File: src/rtl/mvm_pipe.sv
// Matrix-vector multiply y = A*x. A and x are loaded word-serially, P MAC lanes accumulate rows in
// parallel, and the results drain through a ready/valid port. Optional macro MVM_RELU_EN clamps outputs at 0.

module mvm_lane #(
  parameter int B  = 16,
  parameter int OW = 36,
  parameter int G  = 1
) (
  input  logic                 clk,
  input  logic                 reset,
  input  logic                 vld,
  input  logic                 last,
  input  logic signed [B-1:0]  a,
  input  logic signed [B-1:0]  x,
  output logic                 res_vld,
  output logic signed [OW-1:0] res
);
  logic signed [2*B-1:0] prod, prod_s;
  logic signed [OW-1:0]  prod_e, acc;
  wire  [G:0]            vld_pipe, last_pipe;

  assign prod         = a * x;
  assign vld_pipe[0]  = vld;
  assign last_pipe[0] = last;

  generate
    if (G > 0) begin : g_pipe
      logic                  vld_q, last_q;
      logic signed [2*B-1:0] prod_q;
      always_ff @(posedge clk or negedge reset) begin
        if (!reset) begin
          vld_q  <= 1'b0;
          last_q <= 1'b0;
          prod_q <= '0;
        end else begin
          vld_q  <= vld_pipe[0];
          last_q <= last_pipe[0];
          prod_q <= prod;
        end
      end
      assign vld_pipe[G]  = vld_q;
      assign last_pipe[G] = last_q;
      assign prod_s       = prod_q;
    end else begin : g_nopipe
      assign prod_s = prod;
    end
  endgenerate

  assign prod_e = OW'(prod_s);

  // Accumulator restarts on the last column so the next row begins from zero.
  always_ff @(posedge clk or negedge reset) begin
    if (!reset) begin
      acc     <= '0;
      res     <= '0;
      res_vld <= 1'b0;
    end else begin
      res_vld <= vld_pipe[G] && last_pipe[G];
      if (vld_pipe[G]) begin
        if (last_pipe[G]) begin
          res <= acc + prod_e;
          acc <= '0;
        end else begin
          acc <= acc + prod_e;
        end
      end
    end
  end
endmodule

module mvm_pipe #(
  parameter  int M  = 12,
  parameter  int N  = 12,
  parameter  int P  = 1,
  parameter  int B  = 16,
  parameter  int G  = 1,
  localparam int OW = 2*B + $clog2(N)
) (
  input  logic                 clk,
  input  logic                 reset,
  input  logic                 loadMatrix,
  input  logic                 loadVector,
  input  logic                 start,
  input  logic                 in_valid,
  input  logic [B-1:0]         data_in,
  input  logic                 out_ready,
  output logic                 out_valid,
  output logic signed [OW-1:0] data_out,
  output logic                 busy,
  output logic                 done
);
  localparam int R   = M / P;
  localparam int K   = R * N;
  localparam int AMW = (M*N > 1) ? $clog2(M*N) : 1;
  localparam int RW  = (R > 1) ? $clog2(R) : 1;
  localparam int CW  = (N > 1) ? $clog2(N) : 1;
  localparam int YW  = (M > 1) ? $clog2(M) : 1;
  localparam int TW  = $clog2(K + G + 2);

  generate
    if ((M % P) != 0 || G < 0 || G > 1) begin : g_bad_cfg
      $error("mvm_pipe: M must be a multiple of P and G must be 0 or 1");
    end
  endgenerate

  typedef enum logic [2:0] {IDLE, LOAD_A, LOAD_X, CALC, DRAIN} state_t;
  state_t state, state_nx;

  logic [B-1:0]          a_mem [M*N];
  logic [B-1:0]          x_mem [N];
  logic signed [OW-1:0]  y_mem [M];

  logic [AMW-1:0]        ld_cnt;
  logic [TW-1:0]         calc_cnt;
  logic [RW-1:0]         r_idx, wr_row;
  logic [CW-1:0]         c_idx;
  logic [YW-1:0]         rd_idx;
  logic                  a_ok, x_ok, done_q;
  logic                  issue, last_col;

  logic [P-1:0][B-1:0]   a_lane;
  logic [P-1:0]          res_vld;
  logic [P-1:0][OW-1:0]  res;
  logic signed [OW-1:0]  y_rd;

  assign issue    = (state == CALC) && (calc_cnt < TW'(K));
  assign last_col = (c_idx == CW'(N-1));
  assign busy     = (state != IDLE);
  assign done     = done_q;
  assign out_valid = (state == DRAIN);

  always_ff @(posedge clk or negedge reset) begin
    if (!reset) state <= IDLE;
    else        state <= state_nx;
  end

  always_comb begin
    state_nx = state;
    case (state)
      IDLE: begin
        if (loadMatrix)                  state_nx = LOAD_A;
        else if (loadVector)             state_nx = LOAD_X;
        else if (start && a_ok && x_ok)  state_nx = CALC;
      end
      LOAD_A: if (in_valid && ld_cnt == AMW'(M*N-1)) state_nx = IDLE;
      LOAD_X: if (in_valid && ld_cnt == AMW'(N-1))   state_nx = IDLE;
      CALC:   if (calc_cnt == TW'(K+G))              state_nx = DRAIN;
      DRAIN:  if (out_ready && rd_idx == YW'(M-1))   state_nx = IDLE;
      default: state_nx = IDLE;
    endcase
  end

  always_ff @(posedge clk or negedge reset) begin
    if (!reset) begin
      ld_cnt   <= '0;
      calc_cnt <= '0;
      r_idx    <= '0;
      c_idx    <= '0;
      rd_idx   <= '0;
      a_ok     <= 1'b0;
      x_ok     <= 1'b0;
      done_q   <= 1'b0;
    end else begin
      done_q <= 1'b0;
      case (state)
        IDLE: begin
          ld_cnt   <= '0;
          calc_cnt <= '0;
          r_idx    <= '0;
          c_idx    <= '0;
          rd_idx   <= '0;
          // A partially loaded operand is never valid.
          if (loadMatrix)      a_ok <= 1'b0;
          else if (loadVector) x_ok <= 1'b0;
        end
        LOAD_A: if (in_valid) begin
          if (ld_cnt == AMW'(M*N-1)) begin
            ld_cnt <= '0;
            a_ok   <= 1'b1;
          end else begin
            ld_cnt <= ld_cnt + 1'b1;
          end
        end
        LOAD_X: if (in_valid) begin
          if (ld_cnt == AMW'(N-1)) begin
            ld_cnt <= '0;
            x_ok   <= 1'b1;
          end else begin
            ld_cnt <= ld_cnt + 1'b1;
          end
        end
        CALC: begin
          calc_cnt <= calc_cnt + 1'b1;
          if (issue) begin
            if (last_col) begin
              c_idx <= '0;
              r_idx <= r_idx + 1'b1;
            end else begin
              c_idx <= c_idx + 1'b1;
            end
          end
        end
        DRAIN: if (out_ready) begin
          rd_idx <= rd_idx + 1'b1;
          if (rd_idx == YW'(M-1)) done_q <= 1'b1;
        end
        default: ;
      endcase
    end
  end

  // Operand memories are not reset; a_ok/x_ok gate their use.
  always_ff @(posedge clk) begin
    if (state == LOAD_A && in_valid) a_mem[ld_cnt] <= data_in;
    if (state == LOAD_X && in_valid) x_mem[ld_cnt[CW-1:0]] <= data_in;
  end

  always_comb begin
    for (int j = 0; j < P; j++)
      a_lane[j] = a_mem[AMW'((int'(r_idx) * P + j) * N + int'(c_idx))];
  end

  genvar gj;
  generate
    for (gj = 0; gj < P; gj++) begin : g_lane
      mvm_lane #(.B(B), .OW(OW), .G(G)) u_lane (
        .clk     (clk),
        .reset   (reset),
        .vld     (issue),
        .last    (last_col),
        .a       (a_lane[gj]),
        .x       (x_mem[c_idx]),
        .res_vld (res_vld[gj]),
        .res     (res[gj])
      );
    end
  endgenerate

  // Lanes run in lockstep, so one row counter addresses every lane's result.
  always_ff @(posedge clk or negedge reset) begin
    if (!reset) begin
      wr_row <= '0;
      for (int i = 0; i < M; i++) y_mem[i] <= '0;
    end else if (state != CALC) begin
      wr_row <= '0;
    end else begin
      for (int j = 0; j < P; j++)
        if (res_vld[j]) y_mem[YW'(int'(wr_row) * P + j)] <= res[j];
      if (res_vld[0]) wr_row <= wr_row + 1'b1;
    end
  end

  assign y_rd = y_mem[rd_idx];

  always_comb begin
    data_out = '0;
    if (state == DRAIN) begin
`ifdef MVM_RELU_EN
      data_out = y_rd[OW-1] ? '0 : y_rd;
`else
      data_out = y_rd;
`endif
    end
  end
endmodule

File: config.mk
export PLATFORM = sky130hd
export DESIGN_NAME = mvm_pipe
export DESIGN_NICKNAME = d
export VERILOG_FILES = /design/src/rtl/mvm_pipe.sv
export SDC_FILE = /design/constraint.sdc
export NUM_CORES = 2
export LEC_CHECK = 0
export ABC_AREA = 0
export BUFFER_PORTS_ARGS = -buffer_cell sky130_fd_sc_hd__buf_2
export CORE_AREA = 2 2 461 509
export DETAILED_ROUTE_END_ITERATION = 16
export DIE_AREA = 0 0 463 511
export MAX_ROUTING_LAYER = met4
export PLACE_DENSITY = 0.75
export SLEW_MARGIN = 25
export SYNTH_ARGS = -nofsm -noshare
export SYNTH_HDL_FRONTEND = slang
export SYNTH_SLANG_ARGS = --single-unit
File: constraint.sdc
create_clock -name clk -period 9 [get_ports clk]
set_clock_uncertainty 0.05 [all_clocks]
set_input_delay 1.8 -clock clk [delete_from_list [all_inputs] [get_ports clk]]
set_output_delay 1.8 -clock clk [all_outputs]
set_load 0.03 [all_outputs]
==> key figures <==
Outcome
  – Status: complete, but fails checks
  – Failing checks: negative setup slack

Yosys
  – Cells after Synth: 6,925
  – Mapped Area: 131,000 um^2
  – Register bit total from synthesis: 3,073
  – Average size of a mapped cell: 18.9 um^2
  – Synth unique cells: 69
  – Area contributors post-synth: edfxtp_1 (57%), mux4_2 (15%), dfrtp_1 (11%)
  – Ys flop type: edfxtp_1
  – Yosys warns: 0
  – Synth area leader: edfxtp_1
  – Async set-reset flop share out of synthesis: 18.8%
  – Area share of the largest cell type after synthesis: 57.2%
  – Seq/Total Area, Yosys: 68.2%
  – Net Count, Synth: 7,349
  – Post-synth EDFFs: 2,496

Floorplanning
  – Site Rows: 186
  – Chip width: 463 um
  – Starting Density: 56.5%
  – Die height: 511 um
  – Core area: 232,000 um^2
  – Die ar.: 237,000 um^2
  – Ports: 62

GRT
  – Initial antenna violation count: 11
  – First-pass GRT wire length: 481,000 um
  – GRT Total Usage: 28.6%
  – Vias in the first global route: 70,827
  – Total grt overflow: 0
  – Largest net degree at the start of global routing: 193

Setup path
  – CP startpoint: r_idx[0]
  – Req. time, crit path: 9.73 ns
  – Critical Path AT: 9.89 ns
  – CP Capture Type: flop
  – CP Launch Type: flop
  – Worst-path fanout max: 9
  – R2R depth: 31
  – R2R Path Start: r_idx[0]
  – CP peak stage delay: 0.91 ns
  – Reg-to-reg endpoint: g_lane[0].u_lane.g_pipe.prod_q[30]
  – Top cell by count, worst path: fa_1
  – Reg-to-reg setup timing slack: -0.16 ns
  – CP Class: reg -> reg
  – Slowest CP cell: fa_4

STA
  – Least-Margin Pin Slew: 1.07 ns
  – Pins over their slew limit: 0
  – Post-layout min period: 9.16 ns
  – Fin crit share: 102%
  – Slew HR: 28.3%
  – Final Hold Viols: 0
  – RSZ-0062 raised after global routing: true
  – Fmax: 109 MHz
  – # setup viols final: 6
  – Setup slack after layout: -0.161 ns

Clocking
  – CTS sink count: 3,073
  – CTS tree: done
  – Worst-Skew Late Latency: 0.98 ns
  – Hold Buf Count CTS: 0
  – H-tree depth: 5
  – Clock slew at reported path FFs: 0.06 ns
  – Cts bufs inserted: 315
  – Maximum root-to-sink buffer count: 4
  – Clock Tree Root: clkbuf_16

Routing
  – Initial drt markers: 8,938
  – Vias post-DR: 68,361
  – DR DRC count: 0
  – Drt pass-1 iters: 7
  – Via/cell ratio: 6.33
  – WL per Instance: 30.4 um
  – ANT nets after route: 0
  – Post-Route WL: 328,000 um

Final layout
  – Final #Nets: 7,890
  – Final Util: 64.6%
  – Fraction of layout cells with a size suffix above 1: 32.3%
  – Area growth, synth to finish: 14.2%

Placement
  – Port Buffers: 61
  – Final Wtd Congestion: 0.927
  – HPWL Detailed: 200,000 um
  – Pre-CTS setup slack: -0.775 ns

Hold path
  – Worst hold path depth: 0
  – Worst Min Path Start: y_mem[86]
  – End of the worst hold path: y_mem[86]
  – Hold Path Class: reg -> reg

Flow run
  – Max-cap violations: 0
routing by layer:
layer	routed length [um]	vias up	global-route usage, %
li1	-	27872	-
met1	118000	35935	36.5
met2	165000	3777	46.2
met3	28600	777	4.73
met4	15900	0	11.8
met5	0	-	-
registers in the layout, summed over array words and instances (netlist names):
name	count
r_idx	4
ld_cnt	8
state	3
rd_idx	4
g_lane.u_lane.g_pipe.last_q	1
g_lane.u_lane.res	36
g_lane.u_lane.g_pipe.prod_q	32
done	1
a_mem	2304
g_lane.u_lane.res_vld	1
c_idx	4
wr_row	4
g_lane.u_lane.g_pipe.vld_q	1
calc_cnt	8
a_ok	1
y_mem	432
x_mem	192
g_lane.u_lane.acc	36
x_ok	1
layout by cell type (no fill, tap or decap), drive strengths merged, types with 10 or more instances in the layout:
cell type	n
edfxtp	2496
mux4	873
buf	706
dfrtp	577
clkbuf	398
nor2	381
inv	318
mux2	296
fa	265
nand2	253
ha	136
a21oi	122
o21ai	107
clkinv	100
mux2i	93
nor2b	54
xnor2	51
nand3	48
and2	46
a211oi	40
nand2b	38
a21o	33
o2bb2ai	28
bufinv	25
xor2	24
or2	22
o21a	16
a31oi	12
nand4	12
o21bai	12
and3	11
a311oi	11
o31ai	10
worst max-delay path, delay by kind of cell, from the launching register on:
family	cells	cell delay, ns
DFF	1	0.43
AOI/OAI and AO/OA	5	0.92
and+or+nand+nor	6	1.36
adders and majority gates	9	4.54
buffers and inverters	10	1.38
muxes	1	0.30
timing repair:
item,in CTS,in global routing
gates cloned,3,1
endpoints found under the setup margin,12,13
setup buffers,31,11
resized for setup,95,56
pin swaps,33,24
cell usage after synthesis (22+ instances only):
cell and count:
buf_6 24, nand2_1 253, ha_1 136, or2_2 22
nor2_1 379, nor2b_1 54, fa_1 265, xor2_1 24
mux4_2 873, o21ai_0 103, dfrtp_1 577, mux2_2 296
nand3_1 48, clkbuf_1 294, xnor2_1 51, nand2b_1 38
mux2i_1 91, a21oi_1 117, o2bb2ai_1 28, and2_1 46
inv_1 309, buf_1 38, a21o_1 33, buf_2 77
buf_4 51, a211oi_1 40, edfxtp_1 2496
metrics by stage:
stage	instances	area, um^2	hold WS, ns	setup TNS (ns)
3_5_place_dp	10203	139000	0.312	-5.09
6_report	10794	150000	0.321	-0.609
2_1_floorplan	6925	131000	0.374	0
4_1_cts	10774	149000	0.325	-0.163
3_3_place_gp	10202	139000	0.310	-4.00
5_1_grt	10793	150000	0.331	-2.23
worst max path at each step:
stage | to | slack (ns) | depth (start not counted)
3_3_place_gp | g_lane[0].u_lane.g_pipe.prod_q[31] | -0.66 | 33
6_report | g_lane[0].u_lane.g_pipe.prod_q[30] | -0.16 | 31
5_1_grt | g_lane[0].u_lane.g_pipe.prod_q[30] | -0.41 | 31
4_1_cts | g_lane[0].u_lane.g_pipe.prod_q[30] | -0.09 | 32
3_5_place_dp | g_lane[0].u_lane.g_pipe.prod_q[31] | -0.78 | 33
2_1_floorplan | g_lane[0].u_lane.g_pipe.prod_q[31] | 0.006 | 32
cell families after synthesis:
family,Yosys count,synth area share (%)
flops,3073,68.2
buf+inv,795,2.63
xor+xnor,75,0.501
simple gates,894,3.03
fa+ha+maj,402,5.35
compound gates,424,2.06
mux,1262,18.3
final cells by class:
| cell class | count | area, um^2 |
|---|---|---|
| repair buffers | 708 | 6350 |
| multi-input cells | 3057 | 39000 |
| clock inverters | 140 | 1340 |
| flip-flops and latches | 3073 | 89400 |
| diodes | 6 | 15.0 |
| fillers | 14999 | 82200 |
| clock buffers | 397 | 8580 |
| inverters | 311 | 1170 |
| well taps | 3102 | 3880 |
Power is left out: the tool's default activity adds up to more than one toggle a clock period on the data nets, which glitch-free logic cannot reach.
